### config.mk
export PLATFORM = sky130hd
export DESIGN_NAME = smartnic_250mhz_pkt_arb
export DESIGN_NICKNAME = d
export VERILOG_FILES = /design/src/rtl/smartnic_250mhz_pkt_arb.sv
export SDC_FILE = /design/constraint.sdc
export NUM_CORES = 1
export LEC_CHECK = 0
export CORE_AREA = 2 2 758 760
export CTS_BUF_LIST = sky130_fd_sc_hd__clkbuf_4
export DETAILED_ROUTE_END_ITERATION = 6
export DIE_AREA = 0 0 760 762
export HOLD_SLACK_MARGIN = 0.15
export PLACE_DENSITY_LB_ADDON = 0.12
export RECOVER_POWER = 50
export SLEW_MARGIN = 20
export SYNTH_ARGS = -nofsm -noshare
export SYNTH_HDL_FRONTEND = slang
export SYNTH_SLANG_ARGS = --single-unit
### constraint.sdc
create_clock -name aclk -period 6.67 [get_ports aclk]
set_clock_uncertainty 0.2 [all_clocks]
set_input_delay 0.667 -clock aclk [delete_from_list [all_inputs] [get_ports aclk]]
set_output_delay 0.667 -clock aclk [all_outputs]
set_load 0.02 [all_outputs]
### src/rtl/smartnic_250mhz_pkt_arb.sv
// Packet-atomic round-robin arbiter: merges NUM_IN AXI-S ingress streams onto
// one registered AXI-S egress. Once a multi-beat packet starts, its input stays
// locked until tlast so packets never interleave.
//
// state | meaning
// ------+-------------------------------------------------------------
// IDLE  | no packet in flight; grant picked round-robin among enabled
// BUSY  | multi-beat packet in flight from input 'lock'; others blocked
module smartnic_250mhz_pkt_arb #(
   parameter int NUM_IN        = 2,
   parameter int DATA_BYTE_WID = 64,
   parameter int TUSER_WID     = 48
) (
   input  logic                            aclk,
   input  logic                            aresetn,
   input  logic [NUM_IN-1:0]               s_tvalid,
   output logic [NUM_IN-1:0]               s_tready,
   input  logic [NUM_IN*DATA_BYTE_WID*8-1:0] s_tdata,
   input  logic [NUM_IN*DATA_BYTE_WID-1:0] s_tkeep,
   input  logic [NUM_IN-1:0]               s_tlast,
   input  logic [NUM_IN*TUSER_WID-1:0]     s_tuser,
   output logic                            m_tvalid,
   input  logic                            m_tready,
   output logic [DATA_BYTE_WID*8-1:0]      m_tdata,
   output logic [DATA_BYTE_WID-1:0]        m_tkeep,
   output logic                            m_tlast,
   output logic [TUSER_WID-1:0]            m_tuser,
   output logic [2:0]                      m_tid,
   input  logic [NUM_IN-1:0]               in_enable,
   output logic [NUM_IN*32-1:0]            pkt_cnt,
   output logic                            busy
);

   localparam int IDX_W = (NUM_IN > 1) ? $clog2(NUM_IN) : 1;
   localparam int DW    = DATA_BYTE_WID * 8;

   typedef enum logic {
      IDLE = 1'b0,
      BUSY = 1'b1
   } state_t;

   state_t             state, state_nxt;
   logic [IDX_W-1:0]   rr_ptr, rr_ptr_nxt;
   logic [IDX_W-1:0]   lock, lock_nxt;
   logic [IDX_W-1:0]   grant, sel;
   logic               grant_vld, sel_vld;
   logic               stage_ready, accept, sel_last;
   logic [NUM_IN-1:0]  req, ready_int;
   logic [NUM_IN*32-1:0] cnt_q;

   assign stage_ready = !m_tvalid || m_tready;
   assign req         = s_tvalid & in_enable;
   assign busy        = (state == BUSY);
   assign pkt_cnt     = cnt_q;

   // Round-robin search starting just after the last winner; the nearest
   // requester is visited last so it overrides farther ones.
   always_comb begin : grant_search
      logic [IDX_W-1:0] idx;
      idx       = '0;
      grant     = '0;
      grant_vld = 1'b0;
      for (int k = NUM_IN; k >= 1; k--) begin
         idx = IDX_W'((int'(rr_ptr) + k) % NUM_IN);
         if (req[idx]) begin
            grant     = idx;
            grant_vld = 1'b1;
         end
      end
   end

   // Select the serving input and open only its ready; while BUSY the locked
   // input is served regardless of its enable so the packet always completes.
   always_comb begin
      sel       = (state == BUSY) ? lock : grant;
      sel_vld   = (state == BUSY) || grant_vld;
      ready_int = '0;
      if (sel_vld) ready_int[sel] = stage_ready;
      accept    = sel_vld && stage_ready && s_tvalid[sel];
      sel_last  = s_tlast[sel];
   end

   // Ready is held low while reset is asserted.
   assign s_tready = aresetn ? ready_int : '0;

   // Next-state, round-robin pointer and lock update.
   always_comb begin
      state_nxt  = state;
      rr_ptr_nxt = rr_ptr;
      lock_nxt   = lock;
      case (state)
         IDLE: begin
            if (accept) begin
               if (sel_last) begin
                  rr_ptr_nxt = grant;
               end else begin
                  lock_nxt  = grant;
                  state_nxt = BUSY;
               end
            end
         end
         BUSY: begin
            if (accept && sel_last) begin
               rr_ptr_nxt = lock;
               state_nxt  = IDLE;
            end
         end
         default: state_nxt = IDLE;
      endcase
   end

   // Arbitration state registers; rr_ptr starts at the last input so input 0 wins first.
   always_ff @(posedge aclk or negedge aresetn) begin
      if (!aresetn) begin
         state  <= IDLE;
         rr_ptr <= IDX_W'(NUM_IN - 1);
         lock   <= '0;
      end else begin
         state  <= state_nxt;
         rr_ptr <= rr_ptr_nxt;
         lock   <= lock_nxt;
      end
   end

   // Egress register stage: load on accept, drop valid once the beat is taken.
   always_ff @(posedge aclk or negedge aresetn) begin
      if (!aresetn) begin
         m_tvalid <= 1'b0;
         m_tdata  <= '0;
         m_tkeep  <= '0;
         m_tlast  <= 1'b0;
         m_tuser  <= '0;
         m_tid    <= '0;
      end else if (accept) begin
         m_tvalid <= 1'b1;
         m_tdata  <= s_tdata[sel*DW +: DW];
         m_tkeep  <= s_tkeep[sel*DATA_BYTE_WID +: DATA_BYTE_WID];
         m_tlast  <= sel_last;
         m_tuser  <= s_tuser[sel*TUSER_WID +: TUSER_WID];
         m_tid    <= 3'(sel);
      end else if (m_tready) begin
         m_tvalid <= 1'b0;
      end
   end

   // Per-input packet counters, bumped when a tlast beat is accepted (wrapping).
   always_ff @(posedge aclk or negedge aresetn) begin
      if (!aresetn) begin
         cnt_q <= '0;
      end else if (accept && sel_last) begin
         cnt_q[sel*32 +: 32] <= cnt_q[sel*32 +: 32] + 32'd1;
      end
   end

endmodule

==> summary.md, run 1 <==
| Metric | Value |
|---|---|
| Outcome | `finished with violations` |
| Violated checks | `max-capacitance violations, max-slew violations` |
| DR WL/cell | `23.8 um` |
| Layout cell share with drive strength beyond 1 | `between 5 and 6%` |
| DR vias/cell | `~3.0` |
| RSZ-0062 raised after global routing | `no` |
| DRT iter0 DRCs | `approximately 2000` |
| Bufs on Longest Clock Path | `4` |
| H-tree Lvls | `5` |
| Top-level I/O count | `1953` |
| Synth Flop Type | `dfrtp_1` |
| Num rows | `~280` |
| Post-CTS Setup Inserts | `0` |
| Post-DRT Antenna Nets | `0` |
| Cts bufs inserted | `around 280` |
| Crit path kind | `input port to register` |
| Die ar. | `approximately 0.58 sq mm` |
| Worst EP arrival | `roughly 6.7 ns` |
| Most common cell after layout, fill and taps aside | `dlygate4sd3_1` |
| VDD IR max | `226 uV` |
| CTS sink count | `694` |
| Unique masters post-synth | `between 40 and 50` |
| Drt drc | `0` |
| Req. time, crit path | `a little under 8 ns` |
| Largest net degree at the start of global routing | `between 150 and 200` |
| DIE WIDTH | `between 700 and 800 um` |
| Final hold viol count | `0` |
| Clock latency on the worst-skew pair | `1.39 ns` |
| Final #Nets | `about 9500` |
| Final Non-Filler Cells | `16100` |
| Post-synth EDFFs | `0` |
| CTS tree | `built` |
| Synth Warn # | `0` |
| Tot GR Track Use | `between 10 and 15%` |
| Syn Inst Count | `3754` |
| PortBufs | `a little under 2000` |
| Max Cap Viol | `11` |
| Setup TNS | `0 ns` |
| Clock-pin slew on the worst setup and hold paths | `~0.06 ns` |
| Final Wtd Congestion | `0.912` |
| Leakage | `about 33 nW` |
| Min cycle time layout | `5.58 ns` |
| Period utilization | `83.6%` |
| Cell area after synthesis | `roughly 0.031 sq mm` |
| First-pass GRT wire length | `slightly below 500000 um` |
| Initial Util | `under 10%` |
| Endpoint class of the critical path | `register` |
| Hold WC Path Type | `register to register` |
| Final setup fails | `0` |
| Initial antenna violation count | `289` |
| FFs w/ async S/R, synth | `100%` |
| Top cell type's share of synthesized area | `between 50% and 60%` |
| Commonest cells after routing, fill and taps aside | `dlygate4sd3_1 (2844), clkdlybuf4s50_1 (1594), nand2_1 (1288), dfrtp_1 (693), nor2_1 (638)` |
| Via Count | `roughly 48000` |
| Syn Area/Cell | `around 8.3 sq um` |
| Fillers | `between 60000 and 70000` |
| Area grow syn2layout | `182%` |
| Crit-path max FO | `93` |
| Post-Route WL | `around 380000 um` |
| Worst hold slack | `between 0.2 and 0.3 ns` |
| CP startpoint kind | `input port` |
| Grt ovf | `0` |
| Sequential share of the synthesized area | `55.5%` |
| Slew Limit Headroom | `-145%` |
| Flip-flop and latch count after synthesis | `a little under 700` |
| Root buf cell | `clkbuf_4` |
| Slew @ Worst Pin | `about 3.7 ns` |
| Cell total after placement | `about 13000` |
| Highest clock rate | `around 180 MHz` |
| Die Y | `762 um` |
| DPL Wire Length | `between 300000 and 400000 um` |
| Ranking of synthesized cells by area | `dfrtp_1 (55%), nand2_1 (15%), a31oi_1 (12%), nor2_1 (7.7%), clkbuf_1 (2.0%)` |
| Cell taking the most area after synthesis | `dfrtp_1` |
| Max-slew violations | `about 550` |
| Vias in the first global route | `between 50000 and 60000` |
| Power Density | `around 390 mW/mm^2` |
| Iteration count of the initial detailed-routing pass | `7` |
| Core ar. | `around 0.57 sq mm` |
-- cell families (layout without fill, tap and decap cells) --
group                      Yosys count  after routing  share of synthesized area (%)
and+or+nand+nor                   2044           2044                           25.4
adders and majority gates            1              1                         0.0400
xor gates and xnor gates            62             62                           1.74
other                                1            114                         0.0120
DFF                                694            694                           55.5
buffers and inverters              294           4956                           3.95
AOI/OAI and AO/OA                  648            648                           13.0
muxes                               10             10                          0.340
-- layer usage --
layer	GRT usage (%)	vias to the layer above	wire length (um)
met5	0	-	895
met4	3.44	142	12400
met3	6.04	675	41600
met2	21.4	2115	178000
met1	14.4	23000	150000
li1	-	21900	-
-- final cells by class --
| type | instances | area [sq um] | share of cell area (%) |
|---|---|---|---|
| Multi-Input combinational cell | 2767 | 12700 | 14.4 |
| Sequential cell | 694 | 17400 | 19.7 |
| Inverter | 4 | 15.0 | 0.0170 |
| Antenna cell | 112 | 280 | 0.318 |
| Tap cell | 7560 | 9460 | 10.7 |
| Timing Repair Buffer | 4502 | 45100 | 51.1 |
| Clock buffer | 396 | 2970 | 3.37 |
| Clock inverter | 54 | 335 | 0.380 |
-- report_power, final --
| group | switching, mW | leakage (nW) | internal, mW | total [mW] |
|---|---|---|---|---|
| combinational | 11.7 | 23.3 | 9.25 | 20.9 |
| clock | 2.78 | 1.97 | 2.80 | 5.59 |
| sequential | 1.81 | 7.88 | 6.18 | 7.99 |
-- critical path: stages --
cell and delay [ns]:
dlygate4sd3_1 0.65, clkdlybuf4s50_1 0.64, and3b_1 0.35, a21o_4 0.32, clkbuf_2 1.81, buf_4 0.87
nand2_1 0.30, a31oi_1 0.24, dlygate4sd3_1 0.57
-- what timing repair did --
item / in CTS / in global routing
hold buffers: 2497 / 0
hold endpoints to repair: 1125 / 0
gates resized for setup: 0 / 0
-- worst paths after layout --
path                                   from           end  slack [ns]  cells past startpoint
worst max-delay path            s_tvalid[1]  m_tdata[467]        1.09                      9
worst min-delay path            pkt_cnt[63]   pkt_cnt[63]        0.27                      1
worst max register to register     register  m_tdata[467]        1.17                      7
worst min register to register  pkt_cnt[63]   pkt_cnt[63]        0.27                      1
max in group asynchronous           aresetn  m_tdata[492]        1.20                      6
min in group asynchronous           aresetn   pkt_cnt[38]        1.22                      5
-- registers in the layout, summed over array words and instances, names as in the netlist, named ones only --
register,cells
m_tdata,512
m_tkeep,64
pkt_cnt,64
m_tuser,48
lock,1
m_tid,1
m_tlast,1
m_tvalid,1
rr_ptr,1
-- synthesized netlist by cell type (all sizes together), types with 2 or more instances --
library cell  count
inv               4
nor3b             3
or4               2
nand4b            5
a21oi             6
xor2             34
dfrtp           693
a31oi           625
o21ai             2
nor4             13
nor3             23
and4              2
or2               2
mux2              5
nand3            27
buf             121
a211oi            7
xnor2            28
nor2            638
nand2b            2
nand2          1288
mux2i             5
clkbuf          169
and3              7
and2              3
nand4            25
-- through the flow --
| stage | worst slack, ns | total power, mW | utilization, % | area, sq um |
|---|---|---|---|---|
| floorplan | 2.93 | 14.5 | - | 31300 |
| global placement | 1.79 | 25.5 | 10.5 | 59700 |
| detailed placement | 1.94 | 25.6 | 10.5 | 59700 |
| CTS | 1.39 | 36.2 | 15.4 | 88100 |
| global route | 0.745 | 37.2 | 15.4 | 88100 |
| finish | 1.09 | 34.5 | 15.4 | 88200 |
Power figures use the tool's default switching activity.
==> run 2, diff against run 1 <==
--- a/config.mk
+++ b/config.mk
@@ -5,10 +5,10 @@
 export SDC_FILE = /design/constraint.sdc
 export NUM_CORES = 1
 export LEC_CHECK = 0
-export CORE_AREA = 2 2 758 760
+export CORE_AREA = 2 2 751 753
 export CTS_BUF_LIST = sky130_fd_sc_hd__clkbuf_4
 export DETAILED_ROUTE_END_ITERATION = 6
-export DIE_AREA = 0 0 760 762
+export DIE_AREA = 0 0 753 755
 export HOLD_SLACK_MARGIN = 0.15
 export PLACE_DENSITY_LB_ADDON = 0.12
 export RECOVER_POWER = 50
==> constraint.sdc (replaced) <==
create_clock -name aclk -period 4.8 [get_ports aclk]
set_clock_uncertainty 0.2 [all_clocks]
set_input_delay 0.48 -clock aclk [delete_from_list [all_inputs] [get_ports aclk]]
set_output_delay 0.48 -clock aclk [all_outputs]
set_load 0.02 [all_outputs]
==> run 2 against run 1 <==
Net effect:
- the flow still finishes with violations (max-capacitance violations, max-slew violations)
- non-clock buffer count is 93 higher
- critical path depth is 2 lower
- core utilization is 0.48 points higher
- register-to-register slack worse by 0.79 ns
- count of clock-buffer cells in the layout is 11 lower
- highest routed layer unchanged
- first-iteration DRC count is 2.4% higher
- combinational power is 42% higher
- final area is 1.1% higher
- worst hold slack better by 0.0080 ns
- global-route usage is 0.37 points higher
- routed wire length is 0.81% higher
- critical endpoint is now m_tdata[61]
==> summary.md, run 2 (synthesis results as in run 1) <==
| Metric | Value |
|---|---|
| Drt drc | `0 (unchanged)` |
| Post-DRT Antenna Nets | `0 (unchanged)` |
| Slew Limit Headroom | `-72.9% (+72 points)` |
| Area grow syn2layout | `185%` |
| Die Y | `755 um (-0.92%)` |
| Commonest cells after routing, fill and taps aside | `dlygate4sd3_1 (2830), clkdlybuf4s50_1 (1672), nand2_1 (1288), dfrtp_1 (693), nor2_1 (637)` |
| Period utilization | `between 90% and 100%` |
| DRT iter0 DRCs | `2044 (+2.4%)` |
| Grt ovf | `0 (unchanged)` |
| Leakage | `33.6 nW (+1.4%)` |
| Top-level I/O count | `1953 (unchanged)` |
| DIE WIDTH | `753 um (-0.92%)` |
| Most common cell after layout, fill and taps aside | `dlygate4sd3_1` |
| Outcome | `finished with violations` |
| Fin util | `15.9% (+0.48 points)` |
| Final #Nets | `9597 (+0.99%)` |
| Max-slew violations | `24 (-96%)` |
| Tot Pwr | `48.9 mW (+42%)` |
| Final Wtd Congestion | `0.895 (-1.8%)` |
| Via Count | `48400 (+1.1%)` |
| Tot GR Track Use | `13.1% (+0.37 points)` |
| Biggest register | `m_tdata` |
| Clock-pin slew on the worst setup and hold paths | `0.06 ns (about the same)` |
| Met1 Usage GRT | `15.6% (+1.2 points)` |
| Die ar. | `0.569 sq mm (-1.8%)` |
| CTS tree | `built` |
| Core ar. | `0.560 sq mm (-2.0%)` |
| H-tree Lvls | `5 (unchanged)` |
| Worst EP arrival | `5.56 ns (-1.12 ns)` |
| Layout cell share with drive strength beyond 1 | `5.95% (+0.21 points)` |
| Cts bufs inserted | `277 (+0.36%)` |
| Root buf cell | `clkbuf_4` |
| First-pass GRT wire length | `504000 um (+1.3%)` |
| Fillers | `64000 (-2.1%)` |
| GRT busiest layer | `met2` |
| Power Density | `548 mW/mm^2 (+40%)` |
| Storage cell area | `0.0174 sq mm (unchanged)` |
| Bufs on Longest Clock Path | `4 (unchanged)` |
| RSZ-0062 raised after global routing | `no` |
| Iteration count of the initial detailed-routing pass | `7 (unchanged)` |
| Final setup fails | `0 (unchanged)` |
| Met2 global-route usage | `21.6% (+0.19 points)` |
| Initial antenna violation count | `253 (-12%)` |
| Post-Route WL | `386000 um (+0.81%)` |
| Slew @ Worst Pin | `2.59 ns (-1.07 ns)` |
| PortBufs | `1950 (unchanged)` |
| Violated checks | `max-capacitance violations, max-slew violations` |
| Crit-path max FO | `112 (+20%)` |
| VDD IR max | `346 uV (+54%)` |
| Vias in the first global route | `51900 (+2.4%)` |
| DR WL/cell | `24.0 um (+0.79%)` |
| Largest net degree at the start of global routing | `145 (-14%)` |
| Met3 Use GR | `4.85% (-1.2 points)` |
| Worst hold slack | `0.280 ns (+0.00800 ns)` |
| Initial Util | `5.59% (+0.11 points)` |
| Setup TNS | `0 ns (unchanged)` |
| Min cycle time layout | `approximately 4.4 ns` |
| Final hold viol count | `0 (unchanged)` |
| DR vias/cell | `3.01 (+1.1%)` |
| Clock latency on the worst-skew pair | `1.37 ns (-0.02 ns)` |
| Crit path kind | `input port to asynchronous set/reset pin` |
| Max reg flops | `512 (unchanged)` |
| Req. time, crit path | `5.91 ns (-1.86 ns)` |
| Multi-input logic area | `0.0127 sq mm (about the same)` |
| Highest clock rate | `225 MHz` |
| DPL Wire Length | `316000 um (+1.3%)` |
| Max Cap Viol | `1 (-10)` |
| CP startpoint kind | `input port` |
| CTS sink count | `694 (unchanged)` |
| Hold WC Path Type | `register to register` |
| Num rows | `275 (-1.1%)` |
| Endpoint class of the critical path | `asynchronous set/reset pin` |
run 2: routing by layer:
metal / vias up / routed length [um]
met2: 2099 / 176000
met5: - / 837
met3: 650 / 34300
met4: 128 / 15900
li1: 22100 / -
met1: 23400 / 159000
run 2: worst paths after layout:
kind                        startpoint      endpoint  slack (ns)  cells past startpoint
min reg2reg                pkt_cnt[63]   pkt_cnt[63]        0.28                      1
min in group asynchronous      aresetn   m_tuser[11]        1.54                      5
max reg2reg                   register  m_tdata[285]        0.38                      8
min                        pkt_cnt[63]   pkt_cnt[63]        0.28                      1
max in group aclk             register  m_tdata[285]        0.38                      8
max                            aresetn   m_tdata[61]        0.36                      7
run 2: metrics by stage:
step / cell area [sq um] / setup WS [ns] / instances
3_5_place_dp: 60000 / 0.568 / 13000
2_1_floorplan: 31300 / 1.17 / 3755
6_report: 89200 / 0.356 / 16100
4_1_cts: 89000 / 0.134 / 16000
5_1_grt: 89000 / 0.0793 / 16000
3_3_place_gp: 60000 / 0.265 / 13000
run 2: cell type report:
class | count | area share (%)
tap | 7479 | 10.5
clock buffer | 385 | 3.24
antenna | 109 | 0.306
multi-input combinational | 2767 | 14.3
sequential | 694 | 19.5
timing repair buffer | 4595 | 51.7
inverter | 4 | 0.0168
clock inverter | 58 | 0.518
run 2: repair_timing:
action,in CTS,in global routing
endpoints found under the hold margin,1381,0
setup buffers,0,0
setup endpoints to repair,2,0
resized for setup,1,0
hold buffers,2562,0
run 2: critical path: stages:
cell and delay (ns):
dlygate4sd3_1 0.51, dlygate4sd3_1 0.53, dlygate4sd3_1 0.58, buf_8 0.13, clkbuf_1 1.83, buf_12 0.36
buf_12 0.51
run 2: where the power goes:
group | internal, mW | leakage, nW | switching (mW) | total, mW
Sequential | 8.59 | 7.88 | 2.66 | 11.3
Combinational | 13.3 | 23.7 | 16.4 | 29.6
Clock | 3.98 | 1.98 | 4.01 | 7.99
Total | 25.8 | 33.6 | 23.0 | 48.9
